--- src/rtl/weyl_pkg.sv ---
// Shared types and elaboration-time helpers for the Weyl bitstream generator.
// Provides the quota width, the modular inverse of the stride and the
// per-channel starting accumulator value.
package weyl_pkg;

   typedef enum logic {
      IDLE = 1'b0,
      RUN  = 1'b1
   } state_t;

   // Quota width: holds 0..n inclusive.
   function automatic int unsigned qw(input int unsigned n);
      return 32'($clog2(n)) + 32'd1;
   endfunction

   // Inverse of an odd stride modulo a power-of-two n (exhaustive over odd residues).
   function automatic int unsigned mod_inverse(input int unsigned stride, input int unsigned n);
      int unsigned inv;
      inv = 0;
      for (int unsigned i = 1; i < n; i += 2) begin
         if (inv == 0 && ((64'(stride) * 64'(i)) % 64'(n)) == 64'd1) begin
            inv = i;
         end
      end
      return inv;
   endfunction

   // Table index that lands on bit position 0 for a given base phase.
   function automatic int unsigned idx0(input int unsigned n, input int unsigned phase,
                                        input int unsigned inv);
      longint unsigned back;
      back = 64'(n - (phase % n));
      return 32'((back * 64'(inv)) % 64'(n));
   endfunction

endpackage

--- src/rtl/weyl_stream_gen_if.sv ---
// Quota-in / bitstream-out handshake bundle.
// slave  : the generator (accepts quotas, drives the bit beats).
// master : the environment (supplies quotas, consumes beats).
interface weyl_stream_gen_if #(
   parameter int unsigned CHANNELS = 4,
   parameter int unsigned QW       = 7
);
   logic                   in_valid;
   logic                   in_ready;
   logic [CHANNELS*QW-1:0] in_quota;
   logic                   out_valid;
   logic                   out_ready;
   logic [CHANNELS-1:0]    out_bits;
   logic                   out_last;

   modport slave (
      input  in_valid, in_quota, out_ready,
      output in_ready, out_valid, out_bits, out_last
   );

   modport master (
      output in_valid, in_quota, out_ready,
      input  in_ready, out_valid, out_bits, out_last
   );
endinterface

--- src/rtl/weyl_chan_bit.sv ---
// One channel of the Weyl generator: latched quota plus an index accumulator.
// Ports: clk/rst, load_i (capture quota, restart idx), adv_i (step idx),
//        quota_i (raw quota), bit_c (idx < quota, combinational from flops).
module weyl_chan_bit
   import weyl_pkg::*;
#(
   parameter int unsigned N    = 64,
   parameter int unsigned QW   = 7,
   parameter int unsigned IDX0 = 0,
   parameter int unsigned INV  = 1
) (
   input  logic          clk,
   input  logic          rst,
   input  logic          load_i,
   input  logic          adv_i,
   input  logic [QW-1:0] quota_i,
   output logic          bit_c
);

   localparam int unsigned LW = $clog2(N);

   logic [LW-1:0] idx_q, idx_d;
   logic [QW-1:0] q_q, q_d;

   // Load wins over advance so a chained frame restarts cleanly.
   always_comb begin
      idx_d = idx_q;
      q_d   = q_q;
      if (load_i) begin
         idx_d = LW'(IDX0);
         q_d   = (quota_i > QW'(N)) ? QW'(N) : quota_i;
      end else if (adv_i) begin
         // Power-of-two N: natural wrap of the LW-bit adder is the mod.
         idx_d = idx_q + LW'(INV);
      end
   end

   always_ff @(posedge clk or posedge rst) begin
      if (rst) begin
         idx_q <= '0;
         q_q   <= '0;
      end else begin
         idx_q <= idx_d;
         q_q   <= q_d;
      end
   end

   assign bit_c = (QW'(idx_q) < q_q);

endmodule

--- src/rtl/weyl_stream_gen.sv ---
// Multi-channel serial Weyl stochastic bitstream generator.
// Accepts one quota per channel, then streams BITSTREAM beats of CHANNELS bits.
// Ports: clk, rst (async, active-high), bus (weyl_stream_gen_if.slave:
//        in_valid/in_ready/in_quota, out_valid/out_ready/out_bits/out_last),
//        busy (frame in progress).
// Optional: define WEYL_CHAIN_EN to accept the next quota vector on the last
//           beat so frames run back-to-back without an idle cycle.
module weyl_stream_gen
   import weyl_pkg::*;
#(
   parameter int unsigned BITSTREAM = 64,
   parameter int unsigned CHANNELS  = 4,
   parameter int unsigned BASE      = 61,
   parameter int unsigned STRIDE    = 17,
   parameter int unsigned CH_OFFSET = 0
) (
   input  logic             clk,
   input  logic             rst,
   weyl_stream_gen_if.slave bus,
   output logic             busy
);

   localparam int unsigned QW  = qw(BITSTREAM);
   localparam int unsigned LW  = $clog2(BITSTREAM);
   localparam int unsigned INV = mod_inverse(STRIDE, BITSTREAM);

   if (STRIDE % 2 == 0) begin : g_bad_stride
      $error("weyl_stream_gen: STRIDE must be odd");
   end
   if (BITSTREAM < 4 || (BITSTREAM & (BITSTREAM - 1)) != 0) begin : g_bad_len
      $error("weyl_stream_gen: BITSTREAM must be a power of two >= 4");
   end

   state_t        state_q, state_d;
   logic [LW-1:0] t_q, t_d;

   logic                in_ready_c;
   logic                out_valid_c;
   logic                last_beat_c;
   logic                load_c;
   logic                adv_c;
   logic [CHANNELS-1:0] bits_c;

   // State and beat counter registers.
   always_ff @(posedge clk or posedge rst) begin
      if (rst) begin
         state_q <= IDLE;
         t_q     <= '0;
      end else begin
         state_q <= state_d;
         t_q     <= t_d;
      end
   end

   // Next state and beat counter.
   always_comb begin
      state_d = state_q;
      t_d     = t_q;
      case (state_q)
         IDLE: if (load_c) state_d = RUN;
         RUN:  if (adv_c && last_beat_c && !load_c) state_d = IDLE;
         default: state_d = IDLE;
      endcase
      if (load_c) begin
         t_d = '0;
      end else if (adv_c) begin
         t_d = t_q + LW'(1);
      end
   end

   // Handshakes and beat outputs.
   always_comb begin
      last_beat_c = (t_q == LW'(BITSTREAM - 1));
      out_valid_c = (state_q == RUN);
      in_ready_c  = (state_q == IDLE);
`ifdef WEYL_CHAIN_EN
      if (state_q == RUN && last_beat_c && bus.out_ready) begin
         in_ready_c = 1'b1;
      end
`endif
      load_c        = bus.in_valid & in_ready_c;
      adv_c         = out_valid_c & bus.out_ready;
      bus.in_ready  = in_ready_c;
      bus.out_valid = out_valid_c;
      bus.out_last  = out_valid_c & last_beat_c;
      // Latched quotas survive the frame; gate so IDLE shows all zeros.
      bus.out_bits  = out_valid_c ? bits_c : '0;
      busy          = out_valid_c;
   end

   for (genvar c = 0; c < CHANNELS; c++) begin : g_chan
      weyl_chan_bit #(
         .N    (BITSTREAM),
         .QW   (QW),
         .IDX0 (idx0(BITSTREAM, BASE + 32'(c) * CH_OFFSET, INV)),
         .INV  (INV)
      ) u_chan (
         .clk     (clk),
         .rst     (rst),
         .load_i  (load_c),
         .adv_i   (adv_c),
         .quota_i (bus.in_quota[c*QW +: QW]),
         .bit_c   (bits_c[c])
      );
   end

endmodule
--- src/flat_wrapper.sv ---
// flat-port wrapper written by rule: the top's interface ports become plain ports
module weyl_stream_gen_flat import weyl_pkg::*;
#(
   parameter int unsigned BITSTREAM = 64,
   parameter int unsigned CHANNELS  = 4,
   parameter int unsigned BASE      = 61,
   parameter int unsigned STRIDE    = 17,
   parameter int unsigned CH_OFFSET = 0
)
  (clk, rst, busy, bus_in_valid, bus_in_quota, bus_out_ready, bus_in_ready, bus_out_valid, bus_out_bits, bus_out_last);
  weyl_stream_gen_if #(.CHANNELS(CHANNELS)) bus_i ();
  input  logic clk;
  input  logic rst;
  output logic busy;
  input wire logic [$bits(bus_i.in_valid)-1:0] bus_in_valid;
  input wire logic [$bits(bus_i.in_quota)-1:0] bus_in_quota;
  input wire logic [$bits(bus_i.out_ready)-1:0] bus_out_ready;
  output wire logic [$bits(bus_i.in_ready)-1:0] bus_in_ready;
  output wire logic [$bits(bus_i.out_valid)-1:0] bus_out_valid;
  output wire logic [$bits(bus_i.out_bits)-1:0] bus_out_bits;
  output wire logic [$bits(bus_i.out_last)-1:0] bus_out_last;
  assign bus_i.in_valid = bus_in_valid;
  assign bus_i.in_quota = bus_in_quota;
  assign bus_i.out_ready = bus_out_ready;
  assign bus_in_ready = bus_i.in_ready;
  assign bus_out_valid = bus_i.out_valid;
  assign bus_out_bits = bus_i.out_bits;
  assign bus_out_last = bus_i.out_last;
  weyl_stream_gen #(.BITSTREAM(BITSTREAM), .CHANNELS(CHANNELS), .BASE(BASE), .STRIDE(STRIDE), .CH_OFFSET(CH_OFFSET)) u_core (.clk(clk), .rst(rst), .bus(bus_i), .busy(busy));
endmodule
--- config.mk ---
export PLATFORM = sky130hd
export DESIGN_NAME = weyl_stream_gen_flat
export DESIGN_NICKNAME = d
export VERILOG_FILES = /design/src/rtl/weyl_pkg.sv /design/src/rtl/weyl_stream_gen_if.sv /design/src/rtl/weyl_chan_bit.sv /design/src/rtl/weyl_stream_gen.sv /design/src/flat_wrapper.sv
export SDC_FILE = /design/constraint.sdc
export NUM_CORES = 1
export LEC_CHECK = 0
export CORE_UTILIZATION = 36
export DETAILED_ROUTE_END_ITERATION = 10
export PLACE_DENSITY = 0.59
export RECOVER_POWER = 25
export SLEW_MARGIN = 20
export SYNTH_ARGS = -nofsm -noshare
export SYNTH_HDL_FRONTEND = slang
export SYNTH_SLANG_ARGS = --single-unit
--- constraint.sdc ---
create_clock -name clk -period 1.9 [get_ports clk]
set_input_delay 0.285 -clock clk [delete_from_list [all_inputs] [get_ports clk]]
set_output_delay 0.285 -clock clk [all_outputs]
set_load 0.05 [all_outputs]
* Word-level counts from Yosys, hierarchy flattened
Index checks and enable logic that the tools add are counted.
** Storage, ports and cells
- Register bits :: 59
- Input port bits :: 32
- Output and inout bits :: 8
- Logic and storage cells :: 50
** Operators by class
- Add/subtract/negate cells :: 5
- Order comparisons :: 8
- Equality and inequality tests :: 1
- Multiplexer cells :: 18
- Bitwise operators :: 4
- Reductions and logical operators :: 4
** Operators with widths (count)
- 6-bit two-way mux :: 10
- 7-bit greater-than comparator, second input constant :: 4
- 6-bit by 7-bit less-than comparator with 1-bit output :: 4
- 7-bit two-way mux :: 4
- 6-bit adder, second input constant :: 4
- 6-bit by 1-bit adder with 6-bit output, second input constant :: 1
- 6-bit == test, second input constant :: 1
- 4-bit two-way mux :: 1
- 1-bit bitwise AND :: 3
- 1-bit logical AND :: 2
- 1-bit two-way mux :: 2
- 1-bit one-hot mux with 2 select lines :: 1
- 2-bit nonzero test :: 1
- 1-bit zero test :: 1
- 1-bit inverter :: 1

* Depth between registers and ports, before layout
- Word-level depth :: 6
- Mapped depth :: 5
- Mapped depth without buffers :: 5

* Hierarchy
A second synthesis with hierarchy kept.
** Unflattened totals
- Cells, all modules :: 323
- Area, all modules :: 3249.4 µm²
** Modules (own cells, without submodules)
- weyl_chan_bit (u_core.g_chan[0].u_chan ...) :: times used 3, cells an instance 71, area each 713.2 µm², sequential area each 325.3 µm²
- weyl_chan_bit (u_core.g_chan[3].u_chan) :: times used 1, cells an instance 69, area each 711.9 µm², sequential area each 325.3 µm²
- weyl_stream_gen :: times used 1, cells an instance 41, area each 397.9 µm², sequential area each 175.2 µm²

* Worst setup path before layout
Ideal clock, no wire load.
- Path type :: reg-to-output
- Start :: register u_core.state_q (netlist: u_core.bus.out_valid)
- End :: output bus_out_bits[0]
- Arrival :: 1746 ps
- Required time :: 1615 ps
- Path slack :: -131 ps
- Stages on the path, launching flop included :: 4
- Path buffers :: 1
- Path through :: dfrtp_1 > buf_6 > o211ai_1 > a21oi_1
** On the way
- Word-level cells in the longest chain between the ends :: 1
** RTL lines
- from (decl) :: RTL line weyl_stream_gen.sv:34 : state_t state_q, state_d;
- from (signal assigned) :: RTL line weyl_stream_gen.sv:50 : state_q <= state_d;
- 4-bit two-way mux :: RTL line weyl_stream_gen.sv:87 : bus.out_bits = out_valid_c ? bits_c : '0;
- to (decl) :: RTL line flat_wrapper.sv:20 : output wire logic [$bits(bus_i.out_bits)-1:0] bus_out_bits;
No other way between the ends.

* Worst setup path in the final report
- Start :: register u_core.g_chan[2].u_chan.idx_q[5]
- End :: output bus_out_bits[2]
** On the way
- Word-level cells in the longest chain between the ends :: 2
** RTL lines
- from (decl) :: RTL line weyl_chan_bit.sv:22 : logic [LW-1:0] idx_q, idx_d;
- from (signal assigned) :: RTL line weyl_chan_bit.sv:43 : idx_q <= idx_d;
- 6-bit by 7-bit less-than comparator with 1-bit output :: RTL line weyl_chan_bit.sv:48 : assign bit_c = (QW'(idx_q) < q_q);
- 4-bit two-way mux :: RTL line weyl_stream_gen.sv:87
No other way between the ends.

==> run summary <==
Main combinational cell family by area after synthesis: simple AND/OR/NAND/NOR gates
RSZ-0062 raised after global routing: yes
Max VDD drop: 0.7566 mV
Synth Area in Adders: 0.09996
Final hold vios: 0
Status: finished, final reports clean
Share of the synthesized area in the top cell type: 0.4718
Initial core utilization: 0.3771
Largest net degree at the start of global routing: 55
DR pass1 iterations: 4
Via count: 2481
Final Skew: 0.005343 ns
Via density: 5.137
Hold-fix buffers, CTS: 0
Worst skew pair latency: 0.33 ns
Number of synthesized register bits: 59
CTS Buffer Depth: 2
Most frequent cells in the layout: 57 x dfrtp_1, 35 x nand2_1, 30 x clkdlybuf4s50_1, 25 x buf_4, 24 x nand3b_1
Fmax: 0.5373 GHz
Top cells by area, synth: dfrtp_1 47%, ha_1 10%, nand3b_1 5.8%
Mapped Area: 0.003129 mm2
Critical path type: flip-flop to output port
WL/cell: 13.87 um
Layout overhead on the synthesized area: 34.95%
Global route overflow: 0
Max-slew headroom: 0.5484
Residual DRC: 0
Row count: 33
Mapped Cells: 310
Max Cap Viol: 0
Post-route minimum period: 1.861 ns
CTS buffer count: 9
Die Wd: 95.23 um
Mapped Avg Cell Area: 10.09 um2
N_diodes: 0
Post-synth top area cell: dfrtp_1
Crit path max-delay cell type: dfrtp_1
Vias in the first global route: 2465
First-pass GRT wire length: 11510 um
Fillers: 764
Power per cell area: 1220 mW/mm2
# IOs: 40
Routed Antenna Nets: 0
Initial antenna violation count: 0
TritonCTS clock tree: built
Slew Viols, Final: 0
Max incr delay on CP: 0.41 ns
RD Place Congestion: 0.7296
# clock sinks: 59
DRT iter0 DRCs: 76
Distinct cells, synth: 38
Mux cell area share after synthesis: 0.02919
Critical Path, Cell by Cell: ha_4 > and4b_1 > a21oi_2 > buf_12
Share of layout cells above drive strength 1: 0.2381
Critical path fanouts, max: 3
Clock transition at path regs: 0.06 ns
CP startpoint kind: flip-flop
Worst hold path class: flip-flop to flip-flop
Seq/Total Area, Yosys: 0.4718
Die height: 95.23 um
H-tree levels: 3
GRT Total Usage: 0.1660
Post-Synth Simple-Gate Area: 0.1939
Syn nets: 367
Die Area: 0.009069 mm2
Commonest non-fill, non-tap cell in the layout: dfrtp_1
DPL Wire Length: 4371 um
Post-synthesis compound-gate area fraction: 0.1415
Ys Warns: 0
Signal arrival time at the worst endpoint: 1.58 ns
WL final: 6701 um
Final period utilization: 0.9795
CP endpoint kind: output port
Worst EP required: 1.62 ns
Reg-to-reg setup timing slack: 0.46 ns
Clk root buf: clkbuf_8
Slew @ Worst Pin: 0.6767 ns
Fin Setup TNS: 0 ns
Nets: 430
Core box area: 0.008299 mm2
Final setup violating endpoints: 0
IO buf count: 39
Leak: 0.001893 uW
Xor/xnor share of the synthesized area: 0.005598
Post-layout util: 0.5088
-- synth_stat cells, drive strengths merged --
library cell  instances
a22o                  2
and4                  2
o211ai                4
o21ai                28
nand3b               24
buf                  13
and3                  4
dfrtp                59
a21o                  1
ha                   25
and2                  2
mux2i                 8
nand4                 5
a211oi                6
mux2                  1
o41ai                 2
nor3b                 1
nor2                  8
nand2                36
clkbuf                2
inv                  22
a21oi                18
nand4b                4
and4b                 4
nor2b                 7
nand3                 8
a31oi                 4
o22a                  4
o211a                 1
xor2                  2
nand2b                1
o311ai                2
-- cell families (layout without fill, tap and decap cells) --
logic type / after synthesis / after routing
AO/OA/AOI/OAI: 72 / 72
XOR/XNOR: 2 / 2
adder cells (fa/ha/maj): 25 / 25
buffers and inverters: 37 / 105
flip-flops: 59 / 59
multiplexers: 9 / 9
AND/OR/NAND/NOR: 106 / 106
-- critical path, delay by kind of cell (launching register included) --
family / cells / cell delay, ns
flip-flops: 1 / 0.41
adder cells (fa/ha/maj): 1 / 0.26
AND/OR/NAND/NOR: 1 / 0.21
AO/OA/AOI/OAI: 1 / 0.20
buffers and inverters: 1 / 0.16
-- layout make-up --
class	count	area (um2)	area share
Clock inverter	2	10.01	0.002370
Tap cell	105	131.4	0.03111
Clock buffer	14	162.7	0.03852
Sequential cell	59	1479	0.3502
Timing Repair Buffer	67	703.2	0.1665
Multi-Input combinational cell	214	1654	0.3917
Inverter	22	82.58	0.01956
-- flip-flops by register name (all words and copies together) (netlist names) --
signal and flops:
u_core.g_chan.u_chan.q_q 28, u_core.g_chan.u_chan.idx_q 24, u_core.t_q 6, u_core.bus.out_valid 1
-- layer usage --
metal | GRT usage | routed length (um) | vias to the layer above
li1 | - | - | 1237
met1 | 0.2052 | 3165 | 1188
met2 | 0.2804 | 3236 | 49
met3 | 0.04705 | 250 | 7
met4 | 0.04924 | 49 | 0
met5 | 0 | 0 | -
-- path summary, 6_finish.rpt --
kind / from / endpoint / cells past startpoint
min reg2reg: u_core.g_chan[2].u_chan.q_q[0]$_DFFE_PP0P_ / u_core.g_chan[2].u_chan.q_q[0]$_DFFE_PP0P_ / 2
max in group asynchronous: rst / u_core.g_chan[0].u_chan.idx_q[3]$_DFFE_PP0P_ / 3
max reg2reg: u_core.bus.out_valid$_DFF_PP0_ / u_core.g_chan[0].u_chan.idx_q[3]$_DFFE_PP0P_ / 5
max: u_core.g_chan[2].u_chan.idx_q[5]$_DFFE_PP0P_ / bus_out_bits[2] / 4
min: u_core.g_chan[2].u_chan.q_q[0]$_DFFE_PP0P_ / u_core.g_chan[2].u_chan.q_q[0]$_DFFE_PP0P_ / 2
min in group asynchronous: rst / u_core.g_chan[3].u_chan.idx_q[3]$_DFFE_PP0P_ / 2
-- power breakdown --
part | total (uW) | switching, uW | leakage [uW] | internal (uW)
clock | 1010 | 465 | 0.0000905 | 542
combinational | 2250 | 1050 | 0.00109 | 1200
sequential | 1900 | 313 | 0.000711 | 1590
total | 5150 | 1820 | 0.00189 | 3330
-- through the flow --
stage	hold WS (ns)	worst slack (ns)	instance area [um2]	instances	total power [uW]
final	0.4600	0.03887	4223	483	5153
after global routing	0.4974	-0.06046	4223	483	5536
after floorplan	0.3904	0.1587	3144	310	2968
after detailed placement	0.4504	0.2069	3767	449	3583
after global placement	0.4472	0.2402	3767	449	3523
after CTS	0.2623	0.001760	4083	478	4900
-- what timing repair did --
item | CTS | global route
resized for setup | 12 | 25
endpoints found under the hold margin | 0 | 0
endpoints found under the setup margin | 4 | 4
pin swaps | 18 | 16
buffers inserted | 13 | 5
cloned | 0 | 0
Power figures use the tool's default switching activity.
